<file path="config.mk">
export PLATFORM = sky130hd
export DESIGN_NAME = cp_operand_bypass
export DESIGN_NICKNAME = d
export VERILOG_FILES = /design/src/rtl/cp_operand_bypass.sv
export SDC_FILE = /design/constraint.sdc
export NUM_CORES = 1
export LEC_CHECK = 0
export ABC_CLOCK_PERIOD_IN_PS = 4910
export CAP_MARGIN = 0
export CORE_MARGIN = 2
export CORE_UTILIZATION = 48
export CTS_BUF_LIST = sky130_fd_sc_hd__clkbuf_2 sky130_fd_sc_hd__clkbuf_4 sky130_fd_sc_hd__clkbuf_8
export CTS_CLUSTER_DIAMETER = 120
export DETAILED_ROUTE_END_ITERATION = 6
export GPL_TIMING_DRIVEN = 0
export MAX_ROUTING_LAYER = met4
export PLACE_DENSITY = 0.88
export SLEW_MARGIN = 15
export SYNTH_ARGS = -nofsm -noshare
export SYNTH_HDL_FRONTEND = slang
export SYNTH_SLANG_ARGS = --single-unit
</file>
<file path="constraint.sdc">
create_clock -name iClk -period 4.91 [get_ports iClk]
set_clock_uncertainty 0.15 [all_clocks]
set_input_delay 0.7365 -clock iClk [delete_from_list [all_inputs] [get_ports iClk]]
set_output_delay 0.7365 -clock iClk [all_outputs]
set_load 0.005 [all_outputs]
</file>
<file path="src/rtl/cp_operand_bypass.sv">
// rtl/cp_operand_bypass.sv - CP ID-stage operand latch, RAW forwarding and load-use stall
//
// Purpose:
//   Latches the register-file read data for the instruction moving from IF
//   to ID. Resolves read-after-write hazards against the EX and WB results
//   and raises a stall for the pipeline controller when a load result is
//   not yet available. Delivers the final operands A/B to the CP execute stage.
//
// Configuration macro:
//   CP_BP_EX_FORWARD_EN - when defined, EX ALU results are forwarded into ID.
//                         When undefined there is no EX path: any EX match
//                         stalls (1 cycle for ALU, LOAD_USE_STALL for loads).
//
// Ports:
//   iClk                     clock, rising edge
//   iRst                     synchronous reset, active-high
//   iIF_Valid                valid instruction in IF
//   iIF_RF_Read_Addr_A/B     IF source register indices
//   iRF_BP_Read_Data_A/B     register-file combinational read data
//   iEX_Write_Addr/Data      EX destination index / ALU result
//   iEX_Write_Enable         EX writes the register file
//   iEX_Is_Load              EX instruction is a load (data not yet valid)
//   iWB_RF_Write_Addr/Data   WB destination index / data
//   iWB_RF_Write_Enable      WB write enable
//   iFlush                   branch flush, kills the ID instruction
//   oBP_ID_Valid             ID holds a valid instruction
//   oBP_ID_Operand_A/B       forwarded operands to EX
//   oBP_Stall                hold IF/ID and inject an EX bubble

module cp_operand_bypass #(
    parameter int DATA_W         = 32,
    parameter int IDX_W          = 5,
    parameter int NUM_REGS       = 28,
    parameter int LOAD_USE_STALL = 1
) (
    input  logic              iClk,
    input  logic              iRst,
    input  logic              iIF_Valid,
    input  logic [IDX_W-1:0]  iIF_RF_Read_Addr_A,
    input  logic [IDX_W-1:0]  iIF_RF_Read_Addr_B,
    input  logic [DATA_W-1:0] iRF_BP_Read_Data_A,
    input  logic [DATA_W-1:0] iRF_BP_Read_Data_B,
    input  logic [IDX_W-1:0]  iEX_Write_Addr,
    input  logic [DATA_W-1:0] iEX_Write_Data,
    input  logic              iEX_Write_Enable,
    input  logic              iEX_Is_Load,
    input  logic [IDX_W-1:0]  iWB_RF_Write_Addr,
    input  logic [DATA_W-1:0] iWB_RF_Write_Data,
    input  logic              iWB_RF_Write_Enable,
    input  logic              iFlush,
    output logic              oBP_ID_Valid,
    output logic [DATA_W-1:0] oBP_ID_Operand_A,
    output logic [DATA_W-1:0] oBP_ID_Operand_B,
    output logic              oBP_Stall
);

    localparam logic       ST_RUN  = 1'b0;
    localparam logic       ST_WAIT = 1'b1;
    localparam logic [1:0] STALL_INIT  = 2'(LOAD_USE_STALL - 1);
    localparam logic [IDX_W:0] NUM_REGS_W = (IDX_W + 1)'(NUM_REGS);

    logic              idValid;
    logic [IDX_W-1:0]  idAddrA, idAddrB;
    logic [DATA_W-1:0] idDataA, idDataB;
    logic              state;
    logic [1:0]        cnt;

    // r0 and indices beyond the architected file are hardwired zero and
    // never take part in forwarding or hazard detection.
    function automatic logic addrOk(input logic [IDX_W-1:0] a);
        return (a != '0) && ({1'b0, a} < NUM_REGS_W);
    endfunction

    logic exHitA, exHitB, wbHitA, wbHitB;
    logic exFwdA, exFwdB, hazard;
    logic wbThroughA, wbThroughB;

    always_comb begin
        exHitA = iEX_Write_Enable && addrOk(iEX_Write_Addr) && (iEX_Write_Addr == idAddrA);
        exHitB = iEX_Write_Enable && addrOk(iEX_Write_Addr) && (iEX_Write_Addr == idAddrB);
        wbHitA = iWB_RF_Write_Enable && addrOk(iWB_RF_Write_Addr) && (iWB_RF_Write_Addr == idAddrA);
        wbHitB = iWB_RF_Write_Enable && addrOk(iWB_RF_Write_Addr) && (iWB_RF_Write_Addr == idAddrB);
        // The RF returns the old value when it is written in the same cycle,
        // so a matching WB write replaces the captured read data.
        wbThroughA = iWB_RF_Write_Enable && addrOk(iWB_RF_Write_Addr) &&
                     (iWB_RF_Write_Addr == iIF_RF_Read_Addr_A);
        wbThroughB = iWB_RF_Write_Enable && addrOk(iWB_RF_Write_Addr) &&
                     (iWB_RF_Write_Addr == iIF_RF_Read_Addr_B);
`ifdef CP_BP_EX_FORWARD_EN
        exFwdA = exHitA && !iEX_Is_Load;
        exFwdB = exHitB && !iEX_Is_Load;
        hazard = idValid && iEX_Is_Load && (exHitA || exHitB);
`else
        exFwdA = 1'b0;
        exFwdB = 1'b0;
        hazard = idValid && (exHitA || exHitB);
`endif
    end

    // EX has priority over WB: it is the younger write to the same register.
    always_comb begin
        oBP_ID_Operand_A = '0;
        oBP_ID_Operand_B = '0;
        if (addrOk(idAddrA))
            oBP_ID_Operand_A = exFwdA ? iEX_Write_Data :
                               wbHitA ? iWB_RF_Write_Data : idDataA;
        if (addrOk(idAddrB))
            oBP_ID_Operand_B = exFwdB ? iEX_Write_Data :
                               wbHitB ? iWB_RF_Write_Data : idDataB;
    end

    always_comb begin
        oBP_Stall = 1'b0;
        if (!iFlush)
            oBP_Stall = (state == ST_WAIT) ? 1'b1 : hazard;
    end

    assign oBP_ID_Valid = idValid;

    always_ff @(posedge iClk) begin
        if (iRst) begin
            idValid <= 1'b0;
            idAddrA <= '0;
            idAddrB <= '0;
            idDataA <= '0;
            idDataB <= '0;
            state   <= ST_RUN;
            cnt     <= '0;
        end else begin
            if (!oBP_Stall) begin
                idValid <= iIF_Valid && !iFlush;
                idAddrA <= iIF_RF_Read_Addr_A;
                idAddrB <= iIF_RF_Read_Addr_B;
                idDataA <= wbThroughA ? iWB_RF_Write_Data : iRF_BP_Read_Data_A;
                idDataB <= wbThroughB ? iWB_RF_Write_Data : iRF_BP_Read_Data_B;
            end else begin
                // Held instruction keeps picking up WB writes so the load
                // result is in the latch once the stall releases.
                if (wbHitA) idDataA <= iWB_RF_Write_Data;
                if (wbHitB) idDataB <= iWB_RF_Write_Data;
            end

            if (iFlush) begin
                state <= ST_RUN;
                cnt   <= '0;
            end else if (state == ST_RUN) begin
                // The first stall cycle is spent in RUN; WAIT covers the rest.
                if (hazard && iEX_Is_Load && (LOAD_USE_STALL > 1)) begin
                    state <= ST_WAIT;
                    cnt   <= STALL_INIT;
                end
            end else begin
                cnt <= cnt - 2'd1;
                if (cnt == 2'd1)
                    state <= ST_RUN;
            end
        end
    end

endmodule

</file>
==> results.ini <==
[run_status]
status = finished clean

[final_layout]
drive_above_1_share_pct = 16.14
syn2layout_area_growth_pct = 40.89
fin_util_pct = 69.60
fin_nets = 883
final_cell_area_um2 = 7545
num_antenna_cells = 0
fillers = 889
seq_area_um2 = 1562
multi_input_area_um2 = 3432
final_cells = 871

[route]
vias_per_cell = 5.385
ant_nets = 0
vias = 4690
drt-total-wl_mm = 15.67
drc = 0
firstDrtPassIters = 4
drt_iter0_drc = 192
wl_per_cell_um = 17.99

[sta]
hold_viol = 0
max-slew-margin-rel_pct = 46.33
fin_hold_ws_ns = 0.3998
finalSetupTns_ns = 0
tightest_slew_ns = 0.8050
period_share_pct = 85.85
finalWorstPathRequiredPeriod_ns = 4.215
finalWorstSetupSlack_ns = 0.6946
rsz0062_at_grt = false
slew_violations = 0
clock.fmax_mhz = 237.2
setup_viol = 0

[hold_path]
holdCritStartpoint = oBP_ID_Valid
hold_class = register to register
holdPathStages = 2
holdPathEnd = oBP_ID_Valid

[setup_path]
cp_top_family = buffers and inverters
r2r_start = idAddrA[4]
crit_buf_inv = 4
cp.required_ns = 4.02
r2r_slack_ns = 2.65
critPathKind = input pin to output port
cpMostUsedCell = clkdlybuf4s50_1
arrival_ns = 3.33
endpoint_kind = output port
cp_cell_sequence = clkdlybuf4s50_1 -> or4_1 -> nor2_1 -> a311oi_1 -> a31oi_2 -> inv_2 -> clkbuf_1 -> clkdlybuf4s50_1
critPathMaxFanout = 10
cp_slowest_stage_delay_ns = 0.64
slowest_stage = clkdlybuf4s50_1
r2r-end = idDataB[14]
critPathLaunchType = input pin
crit_start = iEX_Write_Addr[2]
rr_worst_depth = 7

[logic_synthesis]
yosys.cell_types.count = 31
syn_nets = 691
synth_edf_count = 0
netlist_area_um2 = 5355
yosysTopAreaCellShare_pct = 29.16
postSynthAreaPerCell_um2 = 10.01
yosysWarnings = 0
ys_ff_latch = 78
ys_top_cells_by_area = dfxtp_1, mux2i_1, a211oi_2, and2_1, nor2_1
yosys.area.top_type = dfxtp_1
ys_seq_area_share_pct = 29.16
synth_flop_cell = dfxtp_1
async_flop_share_pct = 0
synthCells = 535

[grt]
grt_max_degree = 13
grtUsageMet3_pct = 3.260
busiest_layer = met2
overflow = 0
grt_pass1_vias = 4952
antenna_found_initial = 0
groute.usage.overall_pct = 27.14
use_met2_pct = 48.15
met1_usage_pct = 31.89
grt_pass1_wl_mm = 24.37

[clock_network]
post_cts_resized = 0
numCtsBuffers = 9
clk_latency_ns = 0.34
clkTransAtPathRegs_ns = 0.07
ctsHoldBuffers = 0
cts_tree = done
htreeDepth = 3
clkSinkCount = 78
clockBufferDepth = 2
cts_setup_buffers = 0
cts-root-buf = clkbuf_8

[place]
placed_cells = 856
pre_cts_slack_ns = 0.6982
dpl-instance-area_um2 = 7342
port_buffers = 181
dp_hpwl_mm = 12.00
gp_congestion = 0.8720

[power]
ir_drop_mv = 0.1761
power.leakage_nw = 2.560
power_mw = 1.622
p_per_area_nw_per_um2 = 214.9

[floorplan]
die_area_um2 = 12020
die_w_um = 109.6
boundaryPins = 221
placeableCoreArea_um2 = 10840
die_h_um = 109.6
start_util_pct = 49.40
rows = 38

[flow_run]
maxCapViolations = 0

==> synthesized netlist by cell type, types with 2 or more instances <==
master,n
o21ai_1,2
buf_2,11
nand2_1,3
nor4_4,4
mux2i_1,140
dfxtp_1,78
and2_1,64
nor2_1,75
inv_1,2
clkbuf_1,14
xor2_1,8
a211oi_1,2
nand3_1,8
a211oi_2,62
xnor2_1,23
or4_1,3
nor3_1,3
buf_6,20
==> tightest hold or removal path, stage by stage, from the launching register on <==
cell and delay, ns:
dfxtp_1 0.33, mux2i_1 0.12, nor3_1 0.06
==> cell type report <==
cell class | instances | area share [%]
Inverter | 3 | 0.1493
Buffer | 47 | 4.643
Clock inverter | 3 | 0.5804
Tap cell | 140 | 2.322
Sequential cell | 78 | 20.70
Timing Repair Buffer | 181 | 24.01
Multi-Input combinational cell | 407 | 45.49
Clock buffer | 12 | 2.106
==> routing by layer <==
metal,wire length [µm],share of wire (%),up-vias
met5,0,0,-
met1,6666,43,2238
met4,275,1.8,0
met3,805,5.1,25
met2,7919,51,164
li1,-,-,2263
==> worst max path at each step <==
stage                                end  depth (start not counted)
floorplan           oBP_ID_Operand_A[10]                          7
global placement               oBP_Stall                          8
detailed placement             oBP_Stall                          8
CTS                            oBP_Stall                          8
global route                   oBP_Stall                          8
finish                         oBP_Stall                          8
==> sequential cells by signal (all words and copies together), names as in the netlist <==
signal,count
idDataA,32
state,1
idAddrB,5
cnt,2
idAddrA,5
idDataB,32
oBP_ID_Valid,1
==> cells in the final DEF, fill, tap and decap left out, drive strengths merged, types with 2 or more instances in the layout <==
cell	n
nor3	3
nand2	3
a211oi	64
and2	64
nand3	9
buf	32
or4	4
o21ai	2
xor2	8
xnor2	23
clkdlybuf4s50	181
dfxtp	78
clkbuf	26
inv	3
nor2	75
nor4	4
mux2i	140
clkinv	2
==> logic make-up after synthesis <==
logic type	after synthesis	share of synthesized area (%)
simple gates	164	16.66
mux	140	26.17
flops	78	29.16
compound gates	71	15.96
buf+inv	50	6.752
xor+xnor	31	5.070
fa+ha+maj	1	0.2336
==> power breakdown <==
part	switching [mW]	internal, mW	total (mW)	leakage, nW
sequential	0.0153	0.668	0.683	0.649
clock	0.238	0.266	0.504	0.106
combinational	0.189	0.246	0.435	1.81
No activity file was read; power rests on OpenSTA's default activity.
